===== src/rtl/cpu_lsu_pkg.sv =====
// Shared operation codes and classification helpers for the load/store unit.
package cpu_lsu_pkg;

    localparam int unsigned XLEN = 32;
    localparam int unsigned BE_W = 4;

    typedef enum logic [2:0] {
        MEM_LW  = 3'd0,
        MEM_LH  = 3'd1,
        MEM_LHU = 3'd2,
        MEM_LB  = 3'd3,
        MEM_LBU = 3'd4,
        MEM_SW  = 3'd5,
        MEM_SH  = 3'd6,
        MEM_SB  = 3'd7
    } mem_op_t;

    // True for operations that drive write_o rather than read_o.
    function automatic logic is_store(input mem_op_t op);
        return (op == MEM_SW) || (op == MEM_SH) || (op == MEM_SB);
    endfunction

    // Words need a 4-byte boundary, halves a 2-byte boundary.
    function automatic logic is_misaligned(input mem_op_t op, input logic [1:0] off);
        case (op)
            MEM_LW, MEM_SW:          return off != 2'b00;
            MEM_LH, MEM_LHU, MEM_SH: return off[0];
            default:                 return 1'b0;
        endcase
    endfunction

endpackage


===== src/rtl/lsu_lane_align.sv =====
// Big-endian byte-lane steering for stores and lane extraction/extension for loads.
module lsu_lane_align
    import cpu_lsu_pkg::*;
(
    input  mem_op_t            op,
    input  logic [1:0]         offset,
    input  logic [XLEN-1:0]    store_data,
    input  logic [XLEN-1:0]    readdata,
    output logic [BE_W-1:0]    byteenable,
    output logic [XLEN-1:0]    writedata,
    output logic [XLEN-1:0]    load_value
);

    logic [7:0]  rd_byte;
    logic [15:0] rd_half;

    // Offset 0 is the most significant lane.
    always_comb begin
        case (offset)
            2'd0:    rd_byte = readdata[31:24];
            2'd1:    rd_byte = readdata[23:16];
            2'd2:    rd_byte = readdata[15:8];
            default: rd_byte = readdata[7:0];
        endcase
        rd_half = offset[1] ? readdata[15:0] : readdata[31:16];
    end

    // Lane enables, replicated store data and extended load value per op.
    always_comb begin
        byteenable = 4'b1111;
        writedata  = store_data;
        load_value = readdata;
        case (op)
            MEM_LB: begin
                byteenable = 4'b1000 >> offset;
                load_value = {{24{rd_byte[7]}}, rd_byte};
            end
            MEM_LBU: begin
                byteenable = 4'b1000 >> offset;
                load_value = {24'd0, rd_byte};
            end
            MEM_SB: begin
                byteenable = 4'b1000 >> offset;
                writedata  = {4{store_data[7:0]}};
            end
            MEM_LH: begin
                byteenable = offset[1] ? 4'b0011 : 4'b1100;
                load_value = {{16{rd_half[15]}}, rd_half};
            end
            MEM_LHU: begin
                byteenable = offset[1] ? 4'b0011 : 4'b1100;
                load_value = {16'd0, rd_half};
            end
            MEM_SH: begin
                byteenable = offset[1] ? 4'b0011 : 4'b1100;
                writedata  = {2{store_data[15:0]}};
            end
            default: begin
                byteenable = 4'b1111;
            end
        endcase
    end

endmodule


===== src/rtl/cpu_lsu.sv =====
// Load/store unit: one Avalon-MM word transaction per start, with stall timeout.
module cpu_lsu
    import cpu_lsu_pkg::*;
#(
    parameter int unsigned WAIT_LIMIT = 0
) (
    input  logic               clk,
    input  logic               rst_n,
    input  logic               start_i,
    input  mem_op_t            mem_op_i,
    input  logic [XLEN-1:0]    effective_address_i,
    input  logic [XLEN-1:0]    store_data_i,
    output logic [XLEN-1:0]    address_o,
    output logic               read_o,
    output logic               write_o,
    output logic [BE_W-1:0]    byteenable_o,
    output logic [XLEN-1:0]    writedata_o,
    input  logic               waitrequest_i,
    input  logic [XLEN-1:0]    readdata_i,
    output logic               busy_o,
    output logic               done_o,
    output logic               error_o,
    output logic [XLEN-1:0]    load_data_o
);

    localparam int unsigned CNT_W = (WAIT_LIMIT > 1) ? $clog2(WAIT_LIMIT + 1) : 1;

    localparam logic [1:0] ST_IDLE = 2'd0;
    localparam logic [1:0] ST_REQ  = 2'd1;
    localparam logic [1:0] ST_DONE = 2'd2;

    logic [1:0]       state, state_d;
    mem_op_t          op_q, op_d;
    logic [1:0]       off_q, off_d;
    logic [CNT_W-1:0] wait_cnt, cnt_d;
    logic [CNT_W:0]   cnt_inc;

    logic [XLEN-1:0]  address_d, writedata_d, load_data_d;
    logic [BE_W-1:0]  byteenable_d;
    logic             read_d, write_d, busy_d, done_d, error_d;

    mem_op_t          al_op;
    logic [1:0]       al_off;
    logic [BE_W-1:0]  al_be;
    logic [XLEN-1:0]  al_wd, al_load;

    // In IDLE steer the incoming request; afterwards steer the latched one.
    assign al_op   = (state == ST_IDLE) ? mem_op_i : op_q;
    assign al_off  = (state == ST_IDLE) ? effective_address_i[1:0] : off_q;
    assign cnt_inc = {1'b0, wait_cnt} + (CNT_W + 1)'(1);

    lsu_lane_align u_align (
        .op         (al_op),
        .offset     (al_off),
        .store_data (store_data_i),
        .readdata   (readdata_i),
        .byteenable (al_be),
        .writedata  (al_wd),
        .load_value (al_load)
    );

    // Next-state and next-output decode.
    always_comb begin
        state_d      = state;
        op_d         = op_q;
        off_d        = off_q;
        cnt_d        = wait_cnt;
        address_d    = address_o;
        read_d       = read_o;
        write_d      = write_o;
        byteenable_d = byteenable_o;
        writedata_d  = writedata_o;
        error_d      = error_o;
        load_data_d  = load_data_o;
        case (state)
            ST_IDLE: begin
                cnt_d   = '0;
                error_d = 1'b0;
                if (start_i) begin
                    op_d  = mem_op_i;
                    off_d = effective_address_i[1:0];
                    if (is_misaligned(mem_op_i, effective_address_i[1:0])) begin
                        state_d = ST_DONE;
                        error_d = 1'b1;
                    end else begin
                        state_d      = ST_REQ;
                        address_d    = {effective_address_i[XLEN-1:2], 2'b00};
                        byteenable_d = al_be;
                        writedata_d  = al_wd;
                        read_d       = !is_store(mem_op_i);
                        write_d      = is_store(mem_op_i);
                    end
                end
            end
            ST_REQ: begin
                if (!waitrequest_i) begin
                    state_d = ST_DONE;
                    read_d  = 1'b0;
                    write_d = 1'b0;
                    if (!is_store(op_q)) begin
                        load_data_d = al_load;
                    end
                end else if ((WAIT_LIMIT > 0) && (cnt_inc == (CNT_W + 1)'(WAIT_LIMIT))) begin
                    state_d = ST_DONE;
                    read_d  = 1'b0;
                    write_d = 1'b0;
                    error_d = 1'b1;
                end else begin
                    cnt_d = wait_cnt + CNT_W'(1);
                end
            end
            ST_DONE: begin
                state_d = ST_IDLE;
                cnt_d   = '0;
            end
            default: begin
                state_d = ST_IDLE;
                read_d  = 1'b0;
                write_d = 1'b0;
            end
        endcase
        busy_d = (state_d != ST_IDLE);
        done_d = (state_d == ST_DONE);
    end

    // State, counter and registered bus/status outputs.
    always_ff @(posedge clk or negedge rst_n) begin
        if (!rst_n) begin
            state        <= ST_IDLE;
            op_q         <= MEM_LW;
            off_q        <= 2'b00;
            wait_cnt     <= '0;
            address_o    <= '0;
            read_o       <= 1'b0;
            write_o      <= 1'b0;
            byteenable_o <= '0;
            writedata_o  <= '0;
            busy_o       <= 1'b0;
            done_o       <= 1'b0;
            error_o      <= 1'b0;
            load_data_o  <= '0;
        end else begin
            state        <= state_d;
            op_q         <= op_d;
            off_q        <= off_d;
            wait_cnt     <= cnt_d;
            address_o    <= address_d;
            read_o       <= read_d;
            write_o      <= write_d;
            byteenable_o <= byteenable_d;
            writedata_o  <= writedata_d;
            busy_o       <= busy_d;
            done_o       <= done_d;
            error_o      <= error_d;
            load_data_o  <= load_data_d;
        end
    end

endmodule


===== config.mk =====
export PLATFORM = sky130hd
export DESIGN_NAME = cpu_lsu
export DESIGN_NICKNAME = d
export VERILOG_FILES = /design/src/rtl/cpu_lsu_pkg.sv /design/src/rtl/lsu_lane_align.sv /design/src/rtl/cpu_lsu.sv
export SDC_FILE = /design/constraint.sdc
export NUM_CORES = 1
export LEC_CHECK = 0
export CORE_ASPECT_RATIO = 2
export CORE_MARGIN = 4
export CORE_UTILIZATION = 40
export CTS_BUF_LIST = sky130_fd_sc_hd__clkbuf_2 sky130_fd_sc_hd__clkbuf_4 sky130_fd_sc_hd__clkbuf_8
export CTS_CLUSTER_SIZE = 12
export DETAILED_ROUTE_END_ITERATION = 8
export PLACE_DENSITY = 0.77
export SLEW_MARGIN = 10
export SYNTH_ARGS = -nofsm -noshare
export SYNTH_HDL_FRONTEND = slang
export SYNTH_HIERARCHICAL = 1
export SYNTH_SLANG_ARGS = --single-unit

===== constraint.sdc =====
create_clock -name clk -period 2.6 [get_ports clk]
set_clock_uncertainty 0.2 [all_clocks]
set_input_delay 0.52 -clock clk [delete_from_list [all_inputs] [get_ports clk]]
set_output_delay 0.52 -clock clk [all_outputs]
set_load 0.01 [all_outputs]

== Yosys cells after proc, flatten, opt, wreduce, memory -nomap -nowiden ==
Index checks and enable logic that the tools add are counted.

* Register bits: 110
* Input bits: 103
* Word-level logic and storage cells: 81

* Equal/unequal tests: 22
* Shift operators: 1
* Multiplexer cells: 24
* Bitwise operators: 4
* Reductions and logical operators: 18

{| class="wikitable"
|+ Operator list
! cell !! count
|-
| $pmux 32 s4 || 1
|-
| $pmux 32 s2 || 1
|-
| $eq 3x3->1 const B || 9
|-
| $pmux 8 s3 || 1
|-
| $mux 16 || 1
|-
| $eq 3x2->1 const B || 3
|-
| $mux 1 || 9
|-
| $reduce_or 3->1 || 3
|-
| $mux 2 || 4
|-
| $pmux 4 s2 || 1
|-
| $eq 2x2->1 const B || 3
|-
| $eq 3x1->1 const B || 2
|-
| $ne 2x2->1 const B || 3
|-
| $pmux 1 s3 || 2
|-
| $reduce_and 3->1 || 2
|-
| $eq 2x1->1 const B || 2
|-
| $logic_not 2->1 || 2
|-
| $logic_or 1x1->1 || 4
|-
| $mux 4 || 1
|-
| $not 1->1 || 4
|-
| $pmux 2 s2 || 1
|-
| $reduce_and 4->1 || 1
|-
| $reduce_bool 2->1 || 2
|-
| $shr 4x2->4 const A || 1
|-
| 6 further kinds || 6
|}

== Longest topological paths before layout ==
* Word-level depth: 9
* Depth in mapped cells: 9
* Depth with buffers taken out: 6

== Hierarchy ==
Netlist, hierarchy kept.

{| class="wikitable"
|+ By module, submodules not included
! module !! instances !! cells each !! area each (um2) !! seq. area each (um2)
|-
| cpu_lsu || 1 || 261 || 4267.8 || 2752.6
|-
| lsu_lane_align || 1 || 213 || 1624.1 || 0.0
|}

== Least setup slack after synthesis ==
OpenSTA, ideal clock, no wires.

* Kind: register -> register
* Start: register state[1]
* End: register load_data_o[22]
* Library setup time: 125 ps
* Data arrival time: 2214 ps
* Required time: 2275 ps
* Path slack: 61 ps
* Cell stages (with the launch flop): 8
* Path buffers: 1
* Cell sequence: dfrtp_1 -> nor2_4 -> mux2_2 -> mux4_2 -> a22o_4 -> buf_6 -> a21o_1 -> mux2_2

* Cells in the longest elaborated chain, start to end: 5
* Elaborated cells between the ends (all ways): 15

{| class="wikitable"
|+ RTL lines
! item !! line !! text
|-
| start, declared || cpu_lsu.sv:32 || <nowiki>logic [1:0] state, state_d;</nowiki>
|-
| start signal, assigned || cpu_lsu.sv:143 || <nowiki>state <= state_d;</nowiki>
|-
| $logic_not 2->1 (*) || cpu_lsu.sv:49 || <nowiki>assign al_off = (state == ST_IDLE) ? effective_address_i[1:0] : off_q;</nowiki>
|-
| $mux 2 (*) || cpu_lsu.sv:49 ||
|-
| net al_off[0] || cpu_lsu.sv:43 || <nowiki>logic [1:0] al_off;</nowiki>
|-
| $eq 2x2->1 (tied with other cells) || lsu_lane_align.sv:19 || <nowiki>case (offset)</nowiki>
|-
| $pmux 8 s3 (*) || lsu_lane_align.sv:19 ||
|-
| $pmux 32 s4 (*) || lsu_lane_align.sv:33 || <nowiki>case (op)</nowiki>
|-
| net al_load[22] || cpu_lsu.sv:45 || <nowiki>logic [XLEN-1:0] al_wd, al_load;</nowiki>
|-
| end signal, assigned || cpu_lsu.sv:155 || <nowiki>load_data_o <= load_data_d;</nowiki>
|-
| end, declared || cpu_lsu.sv:23 || <nowiki>output logic [XLEN-1:0] load_data_o</nowiki>
|}

Mark *: on every way through the listed nets, which the timed path passes. The rest lies on a longest branch.
A chain may end at the register's enable or synchronous reset.

== Worst setup path in the final report ==
* Start: input port effective_address_i[0]
* End: register load_data_o[21]

* Cells in the longest elaborated chain, start to end: 4
* Elaborated cells between the ends (all ways): 6

{| class="wikitable"
|+ RTL lines
! item !! line !! text
|-
| start, declared || cpu_lsu.sv:11 || <nowiki>input logic [XLEN-1:0] effective_address_i,</nowiki>
|-
| $mux 2 (*) || cpu_lsu.sv:49 ||
|-
| net al_off[0] || cpu_lsu.sv:43 ||
|-
| $eq 2x2->1 (tied with other cells) || lsu_lane_align.sv:19 ||
|-
| $pmux 8 s3 (*) || lsu_lane_align.sv:19 ||
|-
| $pmux 32 s4 (*) || lsu_lane_align.sv:33 ||
|-
| net al_load[21] || cpu_lsu.sv:45 ||
|}

Marks and branches as above.

==> impl_metrics.toml <==
[outcome]
status = "completed"

[detailed_routing]
drt_iter0_drc = 118
drc = 0
wl_um = 17300
avgRoutedWirePerCell_um = 19.6
drt-vias-per-instance = 5.37
final_antenna_net_count = 0
vias = 4740
dr.pass1.iters = 4

[worst_setup_path]
required_ns = 2.65
cp_top_family = "multiplexers"
crit_slowest_cell = "clkdlybuf4s50_1"
path_cells = "clkdlybuf4s50_1 > mux2_2 > mux4_2 > a22o_4 > a21o_1 > mux2_2"
cp.buffers_inverters = 1
critical_path_class = "input port to register"
cp_max_fo = 16
worst_r2r_path_depth = 6
worstPathArrival_ns = 2.57
end_kind = "register"
reg2reg_to = "load_data_o[21]"
r2r_slack_ns = 0.10
timing.rr.start = "state[1]"
crit_top_cell = "mux2_2"
max_stage_delay_ns = 0.54
crit_path_start_kind = "input port"

[synth]
ys_ff_latch = 110
syn_avg_cell_area_um2 = 12.4
netlist_area_um2 = 5890
synthTopCellsByArea = "dfrtp_1 (47%), mux2_2 (22%), o21ai_0 (3.5%)"
yosysTopAreaCell = "dfrtp_1"
synth_flop_cell = "dfrtp_1"
ys_warn_count = 6
synth-async-reset-ratio = 1.00
seq_area_frac_synth = 0.467
synthCells = 474
synth_top_area_share = 0.467
post_synth_num_cell_types = 35
synth_edf_count = 0

[clocking]
cts_inserted_buffers = 9
clkTransAtPathRegs_ns = 0.10
clockRootBuffer = "clkbuf_8"
clock_sinks = 110
post-cts-setup-buffer-count = 0
ctsHtreeMaxLevel = 3
cts_tree = "yes"
cts_buffer_depth = 2
clkLatencyLatePin_ns = 0.37

[sta]
fmax_mhz = 397
period_share = 0.970
fin_setup_tns_ns = 0
rsz0062_at_grt = "false"
min_period_ns = 2.52
slew_violations = 0
hold_violations = 0
final-setup-viol-count = 0
layout_setup_ws_ns = 0.0789
fin_hold_ws_ns = 0.314

[power]
powerDensity_nw_per_um2 = 1070
p_leak_nw = 3.59
power.total_mw = 9.16
ir_drop_v = 0.000569

[die]
rows = 62
io_pins = 208
core_um2 = 14400
die_x_um = 93.8
die_area_um2 = 16900
start_util = 0.408
die_h_um = 180

[placement]
place_inst = 865
place_area_um2 = 8310
hpwl_um = 13400
dp_slack_ns = -0.320
gp_congestion = 0.833
io_buffers = 205

[global_route]
grt_pass1_wl_um = 27800
first_global_vias = 5206
groute.usage.overall = 0.209
antenna_found_initial = 0
grt_max_degree = 44
grt_overflow = 0

[layout]
fill_cells = 1197
final_cell_area_um2 = 8530
syn2layout_area_growth_pct = 44.8
regArea_um2 = 2750
final_cell_mix = "clkdlybuf4s50_1 (204), mux2_2 (115), dfrtp_1 (110)"
diodes = 0
drive_gt1_frac = 0.309
instances_no_fill = 882
final_common_cell = "clkdlybuf4s50_1"
multi_input_area_um2 = 2830
fin_util = 0.591
final_nets = 788

[hold_path]
hold_class = "register to register"
hold_depth = 1
hold_end = "off_q[0]"
holdCritStartpoint = "off_q[0]"

[job]
cap_violations = 0
-- worst reg2reg max path: cells and delay by family, from the launching register on --
family / cells / cell delay, ns
and+or+nand+nor: 1 / 0.15
muxes: 3 / 1.08
DFF: 1 / 0.43
AOI/OAI and AO/OA: 2 / 0.52
-- registers in the layout (all words and copies together) (netlist names) --
signal / cells
state: 2
busy_o: 1
op_q: 3
done_o: 1
writedata_o: 32
read_o: 1
byteenable_o: 4
off_q: 2
address_o: 30
error_o: 1
write_o: 1
load_data_o: 32
-- cell families after synthesis --
family,after synthesis,share of synthesized area
buffers and inverters,61,0.0554
flip-flops,110,0.467
AND/OR/NAND/NOR,34,0.0293
XOR/XNOR,1,0.00149
AO/OA/AOI/OAI,124,0.153
other,1,0.000636
multiplexers,143,0.293
-- synthesized netlist by cell type (11+ instances only) --
master / n
a21o_1: 16
buf_2: 15
buf_4: 11
clkbuf_1: 15
dfrtp_1: 110
inv_1: 13
mux2_2: 115
nand2_1: 16
o21ai_0: 41
o21ba_2: 17
o2bb2ai_1: 16
o32ai_1: 16
-- report_power, final --
group          switching, mW  total (mW)  internal (mW)
registers              0.440        2.93           2.49
logic                   2.13        5.17           3.04
clock network          0.677        1.07          0.390
total                   3.25        9.16           5.92
-- area by class of cell --
cell class | count | share of cell area
tap | 192 | 0.0282
sequential | 110 | 0.323
clock inverter | 7 | 0.00968
clock buffer | 9 | 0.0145
multi-input combinational | 304 | 0.331
inverter | 13 | 0.00572
timing repair buffer | 247 | 0.288
-- worst max path at each step --
stage,start,depth (start not counted),endpoint,slack (ns)
2_1_floorplan,state[1],7,load_data_o[22],0.06
3_3_place_gp,effective_address_i[0],6,load_data_o[18],-0.30
3_5_place_dp,effective_address_i[0],6,load_data_o[30],-0.32
4_1_cts,state[1],6,load_data_o[21],0.07
5_1_grt,state[1],7,load_data_o[30],0.004
6_report,effective_address_i[0],6,load_data_o[21],0.08
-- per-layer routing --
layer | vias to the layer above | routed length [um] | GRT usage
li1 | 2152 | - | -
met1 | 2354 | 5810 | 0.215
met5 | - | 0 | 0
met3 | 37 | 1250 | 0.0556
met2 | 197 | 9610 | 0.388
met4 | 0 | 613 | 0.0828
-- timing repair --
action | 4_1_cts | 5_1_grt
hold endpoints to repair | 27 | 0
gates resized for setup | 0 | 1
hold buffers | 1 | 0
endpoints found under the setup margin | 0 | 8
Power figures use the tool's default switching activity.
